==> src/rtl/coding_style_pkg.sv <==
// Shared widths and helpers for the coding_style demo slice.
// Imported by the interface, the split adder and the top.
package coding_style_pkg;

  localparam int DW  = 64;
  localparam int PSW = 32;
  localparam int EW  = 3;
  localparam int XW  = 1 << EW;
  localparam int HW  = DW / 2;

  function automatic logic [XW-1:0] onehot(
    input logic [EW-1:0] sel
  );
    return XW'(1) << sel;
  endfunction

  function automatic logic parity(
    input logic [PSW-1:0] v
  );
    return ^v;
  endfunction

endpackage

==> src/rtl/coding_style_if.sv <==
// Adder operand/result bundle shared by the top,
// the split adder and the bench.
interface coding_style_if;
  import coding_style_pkg::*;

  logic [DW-1:0] a;
  logic [DW-1:0] b;
  logic [DW-1:0] sum;

  modport master (
    output a,
    output b,
    input  sum
  );

  modport slave (
    input  a,
    input  b,
    output sum
  );

endinterface

==> src/rtl/coding_style_add64_pipe.sv <==
// Two-stage split adder: low half plus carry first,
// upper half and final concatenation second.
module coding_style_add64_pipe
  import coding_style_pkg::*;
(
  input  logic           clk,
  input  logic           reset,
  coding_style_if.slave  bus
);

  logic [HW:0]   lo_q;
  logic [HW-1:0] a_hi_q;
  logic [HW-1:0] b_hi_q;
  logic [HW-1:0] hi;

  always_comb begin
    hi = a_hi_q + b_hi_q + HW'(lo_q[HW]);
  end

  always_ff @(posedge clk or negedge reset) begin
    if (!reset) begin
      lo_q   <= '0;
      a_hi_q <= '0;
      b_hi_q <= '0;
    end else begin
      lo_q   <= {1'b0, bus.a[HW-1:0]}
              + {1'b0, bus.b[HW-1:0]};
      a_hi_q <= bus.a[DW-1:HW];
      b_hi_q <= bus.b[DW-1:HW];
    end
  end

  always_ff @(posedge clk or negedge reset) begin
    if (!reset) begin
      bus.sum <= '0;
    end else begin
      bus.sum <= {hi, lo_q[HW-1:0]};
    end
  end

endmodule

==> src/rtl/coding_style.sv <==
// Side-by-side arithmetic, decode, part-select and
// toggle styles; every output depends only on its own inputs.
module coding_style
  import coding_style_pkg::*;
(
  input  logic            clk,
  input  logic            reset,
  input  logic [DW-1:0]   a,
  input  logic [DW-1:0]   b,
  output logic [DW-1:0]   sum1,
  output logic [DW-1:0]   sum2,
  output logic [DW-1:0]   sum3,
  input  logic [EW-1:0]   exp_in,
  output logic [XW-1:0]   exp_out1,
  output logic [XW-1:0]   exp_out2,
  output logic            port_a,
  input  logic [PSW-1:0]  part_sel_in,
  output logic [0:PSW-1]  part_sel_out,
  input  logic            always_block_in,
  output logic            always_block_out
);

  coding_style_if add_bus ();

  assign add_bus.a = a;
  assign add_bus.b = b;
  assign sum3      = add_bus.sum;

  coding_style_add64_pipe u_pipe (
    .clk   (clk),
    .reset (reset),
    .bus   (add_bus)
  );

  assign sum1     = a + b;
  assign exp_out1 = onehot(exp_in);

  always_ff @(posedge clk or negedge reset) begin
    if (!reset) begin
      sum2 <= '0;
    end else begin
      sum2 <= a + b;
    end
  end

  always_ff @(posedge clk or negedge reset) begin
    if (!reset) begin
      exp_out2 <= '0;
    end else begin
      case (exp_in)
        3'd0:    exp_out2 <= 8'h01;
        3'd1:    exp_out2 <= 8'h02;
        3'd2:    exp_out2 <= 8'h04;
        3'd3:    exp_out2 <= 8'h08;
        3'd4:    exp_out2 <= 8'h10;
        3'd5:    exp_out2 <= 8'h20;
        3'd6:    exp_out2 <= 8'h40;
        3'd7:    exp_out2 <= 8'h80;
        default: exp_out2 <= 8'h00;
      endcase
    end
  end

  // Index-wise copy into an ascending range bit-reverses the value.
  always_ff @(posedge clk or negedge reset) begin
    if (!reset) begin
      part_sel_out <= '0;
      port_a       <= 1'b0;
    end else begin
      for (int k = 0; k < PSW; k++) begin
        part_sel_out[k] <= part_sel_in[k];
      end
      port_a <= parity(part_sel_in);
    end
  end

  always_ff @(posedge clk or negedge reset) begin
    if (!reset) begin
      always_block_out <= 1'b0;
    end else if (always_block_in) begin
      always_block_out <= ~always_block_out;
    end
  end

endmodule

==> config.mk <==
export PLATFORM = sky130hd
export DESIGN_NAME = coding_style
export DESIGN_NICKNAME = d
export VERILOG_FILES = /design/src/rtl/coding_style_pkg.sv /design/src/rtl/coding_style_if.sv /design/src/rtl/coding_style_add64_pipe.sv /design/src/rtl/coding_style.sv
export SDC_FILE = /design/constraint.sdc
export NUM_CORES = 1
export LEC_CHECK = 0
export ABC_AREA = 1
export BUFFER_PORTS_ARGS = -buffer_cell sky130_fd_sc_hd__clkbuf_2
export CAP_MARGIN = 40
export CORE_AREA = 2 2 277 211
export CTS_BUF_LIST = sky130_fd_sc_hd__clkbuf_4
export DETAILED_ROUTE_END_ITERATION = 16
export DIE_AREA = 0 0 279 213
export SYNTH_ARGS = -nofsm -noshare
export SYNTH_HDL_FRONTEND = slang
export SYNTH_HIERARCHICAL = 1
export SYNTH_SLANG_ARGS = --single-unit
export TNS_END_PERCENT = 100
==> constraint.sdc <==
create_clock -name clk -period 2.7 [get_ports clk]
set_input_delay 0.54 -clock clk [delete_from_list [all_inputs] [get_ports clk]]
set_output_delay 0.54 -clock clk [all_outputs]
set_load 0.005 [all_outputs]
==> metrics.cfg, run 1 <==
[setup_path]
critPathRequiredTime_ns=2.16
cp-start-kind=primary input
cp.arrival_ns=2.33
max_stage_delay_ns=0.32
worst_r2r_path_depth=12
worst-path-stages=12
path_max_fanout=4
crit_chain=buf_8, ha_4, nand2_4, buf_6, nor2_4, inv_4, nor3_4, a21oi_2, nand2_4, buf_12, xor2_4, clkbuf_2
rrSetupSlack_ns=0.33
criticalPathCategory=in -> out
cpMostUsedCell=nand2_4
crit_buf_inv=5
cp-end-kind=primary output
slowest_stage=ha_4
cp_top_family=simple AND/OR/NAND/NOR gates

[logic_synthesis]
ys_types=30
async_flop_share=1.000
netlist_area_um2=17960
synthesis.nets=2940
synth_cells=2645
ys_seq_area_frac=0.3721
synth_edf_count=0
avgSynthCellArea_um2=6.789
ys_seq_elements=267
yosys_warnings=6
synth_ff_type=dfrtp_1

[clock_tree]
clk_path_buf_depth=3
cts_tree=yes
cts_made_buffers=69
cts-root-buf=clkbuf_4
cts.sinks=267
worst_skew_pair.late_latency_ns=0.85
clk_pin_slew_ns=0.06
htree_levels=3

[place]
gp_congestion=0.9860
dp.cells=4023
place_hpwl_um=54820
placed_cell_area_um2=22700
io_buffers=407

[timing]
fmax_mhz=347.9
maxSlewHeadroom=0.6301
grt_setup_unrepaired=yes
fin_crit_sh=1.065
report.final.hold_viol_count=0
setup_ws_ns=-0.1747
slew_violations=0
period_minus_slack_ns=2.875
worst_hold_slack_ns=0.08351
worstMarginPinSlew_ns=0.5529
skew_ns=0.07315
setup_viol=42

[floorplanning]
ioPinCount=408
start_util=0.3163
die-height_um=213
core_area_um2=56770
dieArea_um2=59430
chipWidth_um=279
fp-row-count=76

[grt]
overflow=0
antenna_found_initial=2
gr-usage-all-layers=0.2286
grt_pass1_vias=18519
grt_max_degree=64
grt_pass1_wl_um=103400

[detailed_routing]
ant_nets=0
drtIter0Drc=1286
vias=19230
vias_per_cell=4.471
drc=0
first_pass_iters=5
wl_um=69550
wire_per_inst_um=16.17

[flow_run]
max_cap_violations=0

[layout]
final_util=0.4995
stdcell_count=4301
drive_gt1_frac=0.3723
syn_to_final_growth_pct=57.92
final_area_um2=28360
nets=3802

[min_path]
hp-class=in -> reg
hold_depth=3

[power_and_ir_drop]
p_sw_frac=0.3614
intPower_w=0.008850
p_leak_nw=16.04
p_per_area_nw_per_um2=488.7
peakVddDrop_v=0.0003536
power_switching_w=0.005008
power_frac_clock=0.267
seq_power_share=0.341
pwr-share-comb=0.393
p_total_w=0.01386

[outcome]
violations=negative setup slack
status=finished, violations left

## state kept, by name, summed over array words and instances (netlist names)
register	count
u_pipe/lo_q	33
port_a	1
u_pipe/b_hi_q	32
sum2	64
exp_out2	8
always_block_out	1
u_pipe/a_hi_q	32
part_sel_out	32
u_pipe/bus.sum	64
## cell usage after synthesis, types with 7 or more instances
cell / n / area share
a21oi_1: 80 / 0.022
dfrtp_1: 267 / 0.37
ha_1: 125 / 0.087
inv_1: 552 / 0.12
inv_2: 7 / 0.0015
nand2_1: 1082 / 0.23
nand2_2: 47 / 0.016
nand3_1: 99 / 0.028
nand3_2: 14 / 0.0078
nand4_1: 19 / 0.0066
nor2_1: 168 / 0.035
nor2_2: 28 / 0.0098
nor3_1: 29 / 0.0081
xnor2_1: 27 / 0.013
xor2_1: 69 / 0.034
## final timing paths
path / from / endpoint
max: a[23] / sum1[26]
min: a[0] / u_pipe/lo_q[0]
max reg2reg: u_pipe/lo_q[32] / u_pipe/bus.sum[60]
min reg2reg: u_pipe/lo_q[1] / u_pipe/bus.sum[1]
max in group asynchronous: reset / sum2[57]
min in group asynchronous: reset / u_pipe/lo_q[32]
## cells in the final DEF, fill, tap and decap left out, drive strengths merged
master	n
a21o	2
a21oi	81
buf	342
bufinv	3
clkbuf	438
clkinv	21
clkinvlp	2
dfrtp	267
diode	4
dlygate4sd3	106
fa	4
ha	125
inv	559
nand2	1129
nand3	113
nand3b	1
nand4	19
nor2	200
nor3	33
nor3b	1
nor4	2
o21ai	3
o21bai	6
or2	3
xnor2	27
xor2	69
## cell type report
type	count	area, µm²
Antenna cell	4	10.01
Clock buffer	95	713.2
Clock inverter	25	191.4
Fill cell	5479	28410
Inverter	560	2120
Multi-Input combinational cell	1818	11920
Sequential cell	267	6681
Tap cell	741	927.1
Timing Repair Buffer	791	5798
## per-layer routing
metal,track usage,vias up,part of all wire
li1,-,9655,-
met1,0.3216,8847,0.48
met2,0.3460,604,0.43
met3,0.05274,124,0.061
met4,0.07471,0,0.030
met5,0,-,0
## tightest hold or removal path, stage by stage
cell	delay, ns
buf_8	0.09
buf_4	0.11
ha_1	0.12
## stage by stage
step,TNS (ns),setup slack [ns]
6_report,-2.991,-0.1747
5_1_grt,-6.811,-0.2469
4_1_cts,-4.652,-0.2503
3_5_place_dp,-15.84,-0.4565
3_3_place_gp,-14.25,-0.4291
2_1_floorplan,0,0.1638
## power groups by stage
stage	sequential, W	clock [W]	combinational, W
6_report	0.00472	0.00369	0.00544
3_3_place_gp	0.00478	0	0.00430
2_1_floorplan	0.00483	0	0.00200
4_1_cts	0.00473	0.00385	0.00488
3_5_place_dp	0.00480	0	0.00431
5_1_grt	0.00477	0.00406	0.00595
## cell families (layout without fill, tap and decap cells)
family          Yosys count  in the layout  synth area share
other cells               0              4                 0
flops                   267            267            0.3721
compound gates           92             92           0.02696
fa+ha+maj               129            129           0.09156
simple gates           1501           1501            0.3455
buf+inv                 560           1471            0.1171
xor+xnor                 96             96           0.04682
## what timing repair did
| action | 4_1_cts | 5_1_grt |
|---|---|---|
| resized for setup | 290 | 511 |
| setup buffers | 22 | 39 |
| hold buffers | 104 | 2 |
| pin swaps | 83 | 207 |
| hold endpoints to repair | 170 | 2 |
| setup endpoints to repair | 58 | 57 |
No activity file was read; power rests on OpenSTA's default activity.
==> run 2: changes to the inputs <==
MAX_ROUTING_LAYER = met4   (was unset)
PLACE_DENSITY = 0.55   (was unset)
==> run 2 against run 1 <==
  * The run still ends with negative setup slack left
  * Sequential cell count unchanged
  * Core utilization decreased by 0.39 points
  * Sequential power about the same
  * Via count decreased by 1.6%
  * Non-clock buffer count decreased by 16
  * Die area unchanged
  * Setup slack improved by 0.064 ns
  * Critical path type unchanged
  * Critical endpoint is now sum1[62]
  * Largest power group unchanged
==> metrics.cfg, run 2 (synthesized netlist as in run 1, its figures left out) <==
[outcome]
status=finished, violations left
violations=negative setup slack

[clock_tree]
clk_pin_slew_ns=0.06  ; about the same
cts_made_buffers=69  ; unchanged
cts.sinks=267  ; unchanged
htree_levels=3  ; unchanged
cts_tree=yes
cts-root-buf=clkbuf_4
clk_path_buf_depth=3  ; unchanged
worst_skew_pair.late_latency_ns=0.85  ; about the same

[timing]
fin_crit_sh=1.041  ; -0.02380
maxSlewHeadroom=0.6724  ; +0.04227
worstMarginPinSlew_ns=0.4879  ; -0.06503 ns
grt_setup_unrepaired=yes
slew_violations=0  ; unchanged
report.final.hold_viol_count=0  ; unchanged
fmax_mhz=355.8  ; +2.3%
setup_ws_ns=-0.1105  ; +0.06427 ns
period_minus_slack_ns=2.810  ; -0.06427 ns
setup_viol=31  ; -26%
skew_ns=0.04360  ; -0.02955 ns

[flow_run]
max_cap_violations=0  ; unchanged

[setup_path]
r2r_end=u_pipe/bus.sum[60]
rrSetupSlack_ns=0.33  ; about the same
crit_chain=buf_8, ha_4, fa_2, nand3_2, nand3_4, nand2_2, nand2_4, nand2_2, nand2_2, nand2_4, nand2_8, nand2_4, nand2_2, nand2_2, nand2_2, buf_6
slowest_stage=fa_2
criticalPathCategory=in -> out
worst_r2r_path_depth=12  ; unchanged
max_stage_delay_ns=0.38  ; +0.06 ns
r2r-start=u_pipe/lo_q[32]
cp-start-kind=primary input
path_max_fanout=4  ; unchanged
cp.arrival_ns=2.27  ; -0.06 ns
crit_start=a[0]
cpMostUsedCell=nand2_2
critPathRequiredTime_ns=2.16  ; about the same
cp-end-kind=primary output
endpoint=sum1[62]

[place]
io_buffers=407  ; unchanged
gp_congestion=0.9830  ; -0.30%
place_ws_ns=-0.3964  ; +0.06007 ns
dp.cells=4025  ; +0.050%
place_hpwl_um=54480  ; -0.62%

[detailed_routing]
drtIter0Drc=1133  ; -12%
wire_per_inst_um=15.91  ; -1.6%
wl_um=68060  ; -2.1%
vias=18930  ; -1.6%
drc=0  ; unchanged
first_pass_iters=5  ; unchanged
ant_nets=0  ; unchanged
vias_per_cell=4.424  ; -1.1%

[power_and_ir_drop]
peakVddDrop_v=0.0003267  ; -7.6%
intPower_w=0.008523  ; -3.7%
power_frac_clock=0.253  ; -0.014
p_per_area_nw_per_um2=478.8  ; -2.0%
p_sw_frac=0.3674  ; +0.005974
power_switching_w=0.004949  ; -1.2%
pwr-share-comb=0.397  ; +0.004
seq_power_share=0.351  ; +0.010
p_leak_nw=15.84  ; -1.3%

[grt]
grt_max_degree=58  ; -9.4%
grt_pass1_wl_um=101100  ; -2.3%
gr-usage-all-layers=0.2326  ; +0.003972
overflow=0  ; unchanged
grt_pass1_vias=18056  ; -2.5%
antenna_found_initial=5  ; +3

[min_path]
hp-class=in -> reg

[layout]
reg_top3=sum2 (64), u_pipe/bus.sum (64), u_pipe/lo_q (33)
syn_to_final_growth_pct=56.70
final_util=0.4957  ; -0.003857
nets=3786  ; -0.42%
final_common_cell=nand2_1
final_cell_mix=nand2_1 (863), inv_1 (514), clkbuf_2 (345)
drive_gt1_frac=0.3729  ; +0.0005817
stdcell_count=4279  ; -0.51%

[floorplanning]
fp-row-count=76  ; unchanged
dieArea_um2=59430  ; unchanged
chipWidth_um=279  ; unchanged
ioPinCount=408  ; unchanged
die-height_um=213  ; unchanged
core_area_um2=56770  ; unchanged
start_util=0.3163  ; unchanged

==> run 2: critical path: cells and delay by family <==
family | cells | cell delay (ns)
adders and majority gates | 2 | 0.53
buffers and inverters | 2 | 0.22
and+or+nand+nor | 12 | 0.97
==> run 2: how the worst min path moves through the flow <==
| stage | start | to | slack, ns | cells after the start |
|---|---|---|---|---|
| 3_5_place_dp | u_pipe/lo_q[10] | u_pipe/bus.sum[10] | 0.33 | 0 |
| 4_1_cts | b[0] | u_pipe/lo_q[0] | 0.02 | 3 |
| 6_report | b[1] | sum2[1] | 0.10 | 2 |
| 2_1_floorplan | reset | always_block_out | 0.24 | 0 |
| 3_3_place_gp | u_pipe/lo_q[25] | u_pipe/bus.sum[25] | 0.33 | 0 |
| 5_1_grt | a[1] | sum2[1] | 0.04 | 2 |
==> run 2: per-stage QoR <==
step / power (W) / cell area (µm²) / setup TNS, ns / hold WS [ns]
finish: 0.01347 / 28140 / -1.647 / 0.1036
global route: 0.01436 / 28140 / -5.124 / 0.03817
CTS: 0.01317 / 26380 / -1.786 / 0.01930
detailed placement: 0.009090 / 22710 / -13.43 / 0.3347
global placement: 0.009074 / 22710 / -12.70 / 0.3313
floorplan: 0.006838 / 17960 / 0 / 0.2444
==> run 2: area by class of cell <==
cell class / count / area, µm²
multi-input cells: 1818 / 12000
diodes: 9 / 22.52
clock buffers: 85 / 638.1
inverters: 560 / 2122
flip-flops and latches: 267 / 6681
clock inverters: 24 / 160.2
repair buffers: 775 / 5592
fillers: 5610 / 28630
well taps: 741 / 927.1
==> run 2: timing repair <==
item | 4_1_cts | 5_1_grt
endpoints found under the setup margin | 57 | 57
hold buffers | 103 | 2
gates cloned | 0 | 0
hold endpoints to repair | 203 | 1
pin swaps | 110 | 192
buffers inserted | 15 | 27
resized for setup | 351 | 450
==> run 2: power groups by stage <==
stage,logic [W],registers [W],clock network (W)
floorplan,0.00200,0.00483,0
global placement,0.00429,0.00478,0
finish,0.00535,0.00472,0.00340
CTS,0.00489,0.00473,0.00355
global route,0.00583,0.00478,0.00375
detailed placement,0.00429,0.00480,0
==> run 2: per-layer routing <==
| layer | part of all wire | global-route usage | wire [µm] | vias to the layer above |
|---|---|---|---|---|
| met5 | 0 | - | 0 | - |
| met4 | 0.024 | 0.06433 | 1602 | 0 |
| met3 | 0.062 | 0.04256 | 4249 | 101 |
| met2 | 0.43 | 0.3414 | 29340 | 584 |
| met1 | 0.48 | 0.3278 | 32870 | 8633 |
| li1 | - | - | - | 9612 |
